**src/rtl/mem_access_ctrl.sv**
```systemverilog
// MEM-stage front end: issues one load/store at a time on the data SRAM-like bus and hands results to WB.
// Optional build macro MEM_ADDR_CHECK_EN: misaligned lh/lhu/sh/lw/sw become AdEL/AdES with no bus request.
module mem_access_ctrl #(
   parameter int LOAD_OP_W  = 7,
   parameter int STORE_OP_W = 5
) (
   input  logic                  clk,
   input  logic                  resetn,
   input  logic                  es_valid,
   input  logic [LOAD_OP_W-1:0]  es_load_op,
   input  logic [STORE_OP_W-1:0] es_store_op,
   input  logic                  es_rf_wr,
   input  logic [31:0]           es_addr,
   input  logic [31:0]           es_wdata,
   output logic                  ms_allowin,
   output logic                  data_sram_req,
   output logic                  data_sram_wr,
   output logic [1:0]            data_sram_size,
   output logic [3:0]            data_sram_wstrb,
   output logic [31:0]           data_sram_addr,
   output logic [31:0]           data_sram_wdata,
   input  logic                  data_sram_addr_ok,
   input  logic                  data_sram_data_ok,
   input  logic [31:0]           data_sram_rdata,
   input  logic                  ws_allowin,
   input  logic                  flush,
   output logic                  ms_valid,
   output logic [LOAD_OP_W-1:0]  ms_load_op,
   output logic                  ms_rf_wr,
   output logic [31:0]           ms_addr,
   output logic [31:0]           ms_rdata,
   output logic                  ms_ex,
   output logic [4:0]            ms_excode
);

   typedef enum logic [1:0] {IDLE, REQ, WAIT, DONE} state_t;

   state_t      state_q, state_d;
   logic        discard_q, discard_d;
   logic        accept, go_bus, addr_err;
   logic        is_byte, is_half, is_word, is_part, is_store, is_mem;
   logic [1:0]  a;
   logic [1:0]  size_c;
   logic [3:0]  wstrb_c;
   logic [31:0] addr_c, wdata_c;
   logic        wr_q;
   logic [1:0]  size_q;
   logic [3:0]  wstrb_q;
   logic [31:0] bus_addr_q, bus_wdata_q;

   assign a        = es_addr[1:0];
   assign is_byte  = es_load_op[0] | es_load_op[1] | es_store_op[0];
   assign is_half  = es_load_op[2] | es_load_op[3] | es_store_op[1];
   assign is_word  = es_load_op[4] | es_store_op[2];
   assign is_part  = es_load_op[5] | es_load_op[6] | es_store_op[3] | es_store_op[4];
   assign is_store = |es_store_op;
   assign is_mem   = (|es_load_op) | is_store;

`ifdef MEM_ADDR_CHECK_EN
   assign addr_err = (is_half && es_addr[0]) || (is_word && (es_addr[1:0] != 2'b00));
`else
   assign addr_err = 1'b0;
`endif
   assign go_bus = is_mem && !addr_err;

   // Bus fields are computed from EX inputs and registered at accept so they stay stable through REQ.
   always_comb begin
      size_c  = is_byte ? 2'd0 : (is_half ? 2'd1 : 2'd2);
      addr_c  = is_part ? {es_addr[31:2], 2'b00} : es_addr;
      wstrb_c = '0;
      wdata_c = es_wdata;
      if (es_store_op[0]) begin
         wstrb_c = 4'b0001 << a;
         wdata_c = {4{es_wdata[7:0]}};
      end else if (es_store_op[1]) begin
         wstrb_c = a[1] ? 4'b1100 : 4'b0011;
         wdata_c = {2{es_wdata[15:0]}};
      end else if (es_store_op[2]) begin
         wstrb_c = 4'b1111;
      end else if (es_store_op[3]) begin
         wstrb_c = 4'b1111 >> (2'd3 - a);
         wdata_c = es_wdata >> {(2'd3 - a), 3'b000};
      end else if (es_store_op[4]) begin
         wstrb_c = 4'b1111 << a;
         wdata_c = es_wdata << {a, 3'b000};
      end
   end

   assign ms_allowin = !discard_q && !flush && ((state_q == IDLE) || ((state_q == DONE) && ws_allowin));
   assign accept     = es_valid && ms_allowin;

   always_ff @(posedge clk or negedge resetn) begin
      if (!resetn) begin
         state_q   <= IDLE;
         discard_q <= 1'b0;
      end else begin
         state_q   <= state_d;
         discard_q <= discard_d;
      end
   end

   // A flushed request is never withdrawn; discard swallows its response instead.
   always_comb begin
      state_d   = state_q;
      discard_d = discard_q;
      case (state_q)
         IDLE: if (accept) state_d = go_bus ? REQ : DONE;
         REQ: begin
            if (flush) discard_d = 1'b1;
            if (data_sram_addr_ok) state_d = WAIT;
         end
         WAIT: begin
            if (flush) discard_d = 1'b1;
            if (data_sram_data_ok) begin
               state_d   = (discard_q || flush) ? IDLE : DONE;
               discard_d = 1'b0;
            end
         end
         DONE: begin
            if (flush)           state_d = IDLE;
            else if (accept)     state_d = go_bus ? REQ : DONE;
            else if (ws_allowin) state_d = IDLE;
         end
         default: state_d = IDLE;
      endcase
   end

   always_comb begin
      data_sram_req = (state_q == REQ);
      ms_valid      = (state_q == DONE);
   end

   assign data_sram_wr    = wr_q;
   assign data_sram_size  = size_q;
   assign data_sram_wstrb = wstrb_q;
   assign data_sram_addr  = bus_addr_q;
   assign data_sram_wdata = bus_wdata_q;

   always_ff @(posedge clk or negedge resetn) begin
      if (!resetn) begin
         ms_load_op  <= '0;
         ms_rf_wr    <= 1'b0;
         ms_addr     <= '0;
         ms_rdata    <= '0;
         wr_q        <= 1'b0;
         size_q      <= '0;
         wstrb_q     <= '0;
         bus_addr_q  <= '0;
         bus_wdata_q <= '0;
      end else if (accept) begin
         ms_load_op  <= es_load_op;
         ms_rf_wr    <= es_rf_wr && !addr_err;
         ms_addr     <= es_addr;
         ms_rdata    <= '0;
         wr_q        <= is_store;
         size_q      <= size_c;
         wstrb_q     <= wstrb_c;
         bus_addr_q  <= addr_c;
         bus_wdata_q <= wdata_c;
      end else if ((state_q == WAIT) && data_sram_data_ok && !discard_q && !flush) begin
         ms_rdata <= data_sram_rdata;
      end
   end

`ifdef MEM_ADDR_CHECK_EN
   always_ff @(posedge clk or negedge resetn) begin
      if (!resetn) begin
         ms_ex     <= 1'b0;
         ms_excode <= '0;
      end else if (accept) begin
         ms_ex     <= addr_err;
         ms_excode <= addr_err ? (is_store ? 5'h05 : 5'h04) : 5'h00;
      end
   end
`else
   assign ms_ex     = 1'b0;
   assign ms_excode = '0;
`endif

endmodule
```
**config.mk**
```make
export PLATFORM = sky130hd
export DESIGN_NAME = mem_access_ctrl
export DESIGN_NICKNAME = d
export VERILOG_FILES = /design/src/rtl/mem_access_ctrl.sv
export SDC_FILE = /design/constraint.sdc
export NUM_CORES = 1
export LEC_CHECK = 0
export CAP_MARGIN = 5
export CORE_UTILIZATION = 43
export DETAILED_ROUTE_END_ITERATION = 8
export PLACE_DENSITY = 0.89
export SETUP_SLACK_MARGIN = 0.2
export SLEW_MARGIN = 5
export SYNTH_ARGS = -nofsm -noshare
export SYNTH_HDL_FRONTEND = slang
export SYNTH_SLANG_ARGS = --single-unit
```
**constraint.sdc**
```tcl
create_clock -name clk -period 1.85 [get_ports clk]
set_clock_uncertainty 0.05 [all_clocks]
set_input_delay 0.37 -clock clk [delete_from_list [all_inputs] [get_ports clk]]
set_output_delay 0.37 -clock clk [all_outputs]
set_load 0.005 [all_outputs]
```
==> results by group, run 1 <==
Placed design
  • Gpl congestion: roughly 1.0
  • PortBufs: roughly 260
  • Placement Setup Slack: -0.407 ns
  • Dpl cell area: around 0.0097 mm²
  • DP Cell Count: between 1000 and 1500
  • HPWL Detailed: between 15000 and 20000 µm

Synth
  • Mapped Avg Cell Area: about 9 µm²
  • Synth Warn #: 0
  • Post-synthesis compound-gate area fraction: 0.188
  • Area share of the largest cell type after synthesis: 0.462
  • Post-synth cell types: 60
  • Synth async-reset ratio: 1.00
  • Most used flip-flop cell after synthesis: dfrtp_1
  • Synth Area in Simple Gates: 0.194
  • Post-synth top area cell: dfrtp_1
  • Sequential share of the synthesized area: 0.462
  • Synthesized flop and latch total: 116
  • Synth Cell Area: 0.00628 mm²
  • Mux cell area share after synthesis: 0.0600
  • XOR/XNOR Fraction of Synth Area: 0
  • Largest family of logic cells by synthesized area: simple AND/OR/NAND/NOR gates
  • Post-Synth Adder-Cell Area: 0.00996
  • Gate Count Post-Synth: ~690
  • Synth area leaders: dfrtp_1 46%, nand2_1 12%, buf_4 4.7%
  • Number of flops mapped to enable cells by yosys: 0

STA
  • WEP type: register data pin
  • Worst EP post-GRT repair: data_sram_wdata[25]$_DFFE_PN0P_/D

Floorplan
  • Die H: between 100 and 150 µm
  • Floorplan row count: 43
  • Initial core utilization: 0.447
  • Die span in x: 123 µm
  • I/O Pins: between 200 and 300

Global route
  • Total Routing Usage GR: 0.798
  • Total gr overflow: between 50 and 60
  • Initial antenna violation count: 7
  • Largest net degree at the start of global routing: 59

Clocking
  • Htree depth: 4
  • Clk sinks: roughly 120
  • Clock root buffer: clkbuf_16
  • CTS Buf Count: 17
  • Max Buffers Root-to-Sink: 2

Outcome
  • Status: aborted with a tool error
  • Stop err: [ERROR GRT-0232] Routing congestion too high. Check the congestion heatmap in the GUI.
  • Stage reached: global routing
## repair_timing
item / in CTS
buffers inserted: 69
endpoints found under the setup margin: 247
hold buffers: 1
cloned: 8
resized for setup: 267
endpoints found under the hold margin: 15
pin swaps: 12
## metrics by stage
step	TNS [ns]	hold WS, ns	util
2_1_floorplan	0	0.0244	-
3_3_place_gp	-19.40	0.207	0.691
3_5_place_dp	-23.92	0.214	0.691
4_1_cts	-0.291	0.310	0.806
## routing by layer
layer,GRT overflow,global-route usage
met5,0,0.399
met2,27,0.913
met1,0,0.797
met4,28,0.752
met3,0,0.729
## logic make-up after synthesis
group | count (synthesis)
AO/OA/AOI/OAI | 164
adder cells (fa/ha/maj) | 5
buffers and inverters | 90
flip-flops | 116
multiplexers | 25
other | 1
AND/OR/NAND/NOR | 293
## cells in the mapped netlist (5+ instances only)
master,number
a21oi_1,55
a221oi_1,18
a222oi_1,12
a22o_1,16
a22oi_1,10
buf_2,24
buf_4,39
clkbuf_1,15
dfrtp_1,116
ha_1,5
inv_1,6
mux2_2,15
mux4_2,6
nand2_1,204
nand3_1,13
nor2_1,48
nor3_1,5
o211ai_1,9
o21ai_0,7
==> inputs of run 2 (changes only) <==
CORE_UTILIZATION = 40   (was 43)
PLACE_DENSITY = unset   (was 0.89)
PLACE_DENSITY_LB_ADDON = 0.15   (was unset)
SETUP_SLACK_MARGIN = unset   (was 0.2)
==> run 2 against run 1 <==
The flow now finishes, with violations (setup timing). Synthesized cell count unchanged. Synthesized area did not move.
==> results by group, run 2 <==
Power and ir drop
  • Peak supply drop: 0.590 mV
  • Leakage: between 4 and 5 nW
  • Overall Power: between 10 and 15 mW
  • PwrDens: roughly 1300 mW/mm²

Floorplan
  • Core area: between 0.015 and 0.02 mm²
  • Die span in x: 127 µm (+3.6%)
  • Die ar.: 0.0162 mm²
  • Initial core utilization: 0.412 (-0.0356)
  • Die H: 127 µm (+3.6%)
  • Floorplan row count: 45 (+4.7%)
  • I/O Pins: 268 (unchanged)

STA
  • Setup-failing EPs final: 1
  • Hold slack: between 0.4 and 0.5 ns
  • Post-route setup TNS: -0.0297 ns
  • Max Slew Vio Count: 0
  • Max frequency: approximately 0.53 GHz
  • Final Hold Vio Count: 0
  • RSZ-0062 raised after global routing: yes
  • Final WS setup: -0.0297 ns
  • Tcrit/Tclk final: 1.02
  • Tmin final: between 1.5 and 2 ns

Clocking
  • Htree depth: 4 (unchanged)
  • CTS Buf Count: 17 (unchanged)
  • Clock latency on the worst-skew pair: just over 0.4 ns
  • Clock root buffer: clkbuf_16
  • CTS tree: built
  • Clk sinks: 116 (unchanged)
  • CTS clk-pin slew, worst paths: roughly 0.060 ns
  • Max Buffers Root-to-Sink: 2 (unchanged)

Global route
  • Largest net degree at the start of global routing: 46
  • Initial antenna violation count: 0
  • Total gr overflow: 0
  • First-pass GRT wire length: between 30000 and 40000 µm
  • Vias in the first global route: around 6600
  • Total Routing Usage GR: 0.278

Synth
  • Synth area leaders: dfrtp_1 46%, nand2_1 12%, buf_4 4.7%
  • Count leader, synth: nand2_1
  • Synthesized flop and latch total: 116 (unchanged)
  • Most used flip-flop cell after synthesis: dfrtp_1
  • Post-synth top area cell: dfrtp_1
  • Synth cell count leaders: 204 x nand2_1, 116 x dfrtp_1, 55 x a21oi_1, 48 x nor2_1, 39 x buf_4
  • Number of flops mapped to enable cells by yosys: 0 (unchanged)
  • Gate Count Post-Synth: 694 (unchanged)
  • Mapped Avg Cell Area: 9.05 µm² (unchanged)
  • Synth Warn #: 0 (unchanged)
  • Synth async-reset ratio: 1.00 (unchanged)
  • Synth Cell Area: 0.00628 mm² (unchanged)
  • Area share of the largest cell type after synthesis: 0.462 (unchanged)
  • Post-synth cell types: 60 (unchanged)
  • Sequential share of the synthesized area: 0.462 (unchanged)

Worst setup path
  • Setup crit start kind: flip-flop
  • CP Capture Type: output port
  • CP Class: flip-flop to output port
  • CP peak stage delay: just under 0.4 ns
  • Worst endpoint required time: 1.43 ns
  • Crit Path Max Fanout: 3
  • Arrival @ worst endpoint: 1.46 ns
  • Cells along the critical path: inv_2 > ha_4 > a21o_1 > and2_4 > buf_6
  • Slowest cell on the critical path: dfrtp_1

Cells and area
  • Layout area overhead: 70.7%
  • Share of post-route cells with drive strength above 1: 0.207
  • Nets: approximately 1100
  • Cell area after layout: 0.0107 mm²
  • Final core occ: 0.702
  • Ant. Diodes: 0
  • Commonest cells after routing, fill and taps aside: 253 x clkdlybuf4s50_1, 202 x nand2_1, 116 x dfrtp_1, 103 x buf_4, 55 x a21oi_1
  • # fillers: 1199
  • Most common cell after layout, fill and taps aside: clkdlybuf4s50_1
  • Register area: around 0.0029 mm²
  • Multi-input gate area in the final layout: 0.00301 mm²
  • Finished Layout Cells: roughly 1200

Drt
  • Antenna Nets Post-Route: 0
  • Vias per cell: around 5.4
  • DRC violations left: 0
  • Pre-Repair DR Iteration Count: 8
  • 1st-iter DRT viols: roughly 500
  • DR vias: 6670
  • Post-Route WL: between 20000 and 25000 µm
  • DR WL/cell: 18.5 µm

Placed design
  • Placement Setup Slack: -0.420 ns (-0.0131 ns)
  • Dpl cell area: 0.00977 mm² (+0.76%)
  • HPWL Detailed: 16600 µm (-4.7%)
  • Gpl congestion: 0.959 (-4.9%)
  • DP Cell Count: 1207 (+1.9%)
  • PortBufs: 261 (unchanged)

Outcome
  • Status: complete, but fails checks
  • Failing checks: setup timing

Job
  • Max Cap Violations: 0

Hold path
  • Hold crit path type: input port to asynchronous set/reset pin
[run 2: cell counts after synthesis]
Identical to the previous run, type by type.
[run 2: final cells by class]
class,instances,share of cell area
Inverter,6,0.00210
Clock inverter,9,0.0118
Sequential cell,116,0.271
Tap cell,211,0.0246
Clock buffer,21,0.0448
Timing Repair Buffer,389,0.365
Multi-Input combinational cell,494,0.280
[run 2: layer usage]
metal  wire (µm)  part of all wire  GRT usage  vias up
li1            -                 -          -     3080
met1        9330              0.41      0.331     3239
met2       11700              0.51      0.487      309
met3        1460             0.063     0.0628       42
met4         522             0.023      0.112        0
met5           0                 0          0        -
[run 2: critical path: cells and delay by family (launching register included)]
kind | cells | cell delay (ns)
AND/OR/NAND/NOR | 1 | 0.16
flip-flops | 1 | 0.39
AO/OA/AOI/OAI | 1 | 0.16
buffers and inverters | 2 | 0.19
adder cells (fa/ha/maj) | 1 | 0.16
[run 2: final timing paths]
check	start	end	slack (ns)	cells past startpoint
max	state_q[1]	ms_allowin	-0.03	5
min	resetn	ms_rdata[1]	0.41	2
max reg2reg	state_q[1]	data_sram_wdata[25]	0.03	8
min reg2reg	ms_load_op[6]	ms_load_op[6]	0.43	2
max in group asynchronous	resetn	data_sram_wdata[22]	0.71	3
min in group clk	ms_load_op[6]	ms_load_op[6]	0.43	2
[run 2: report_power, final]
group | switching [mW] | internal (mW)
logic | 2.02 | 3.64
clock network | 1.16 | 2.24
registers | 0.755 | 3.67
[run 2: cell families (layout without fill, tap and decap cells)]
group           count (synthesis)  count (layout)  synth area share
simple gates                  293             294             0.194
compound gates                164             164             0.188
flops                         116             116             0.462
buf+inv                        90             425            0.0855
mux                            25              25            0.0600
fa+ha+maj                       5               5           0.00996
other cells                     1               6          0.000597
[run 2: repair_timing]
item                                    CTS  global route
pin swaps                                 1             4
gates resized for setup                  18            29
endpoints found under the setup margin   28            81
setup buffers                             0             1
hold buffers                              1             0
gates cloned                              0             7
endpoints found under the hold margin    29             0
No activity file was read; power rests on OpenSTA's default activity.
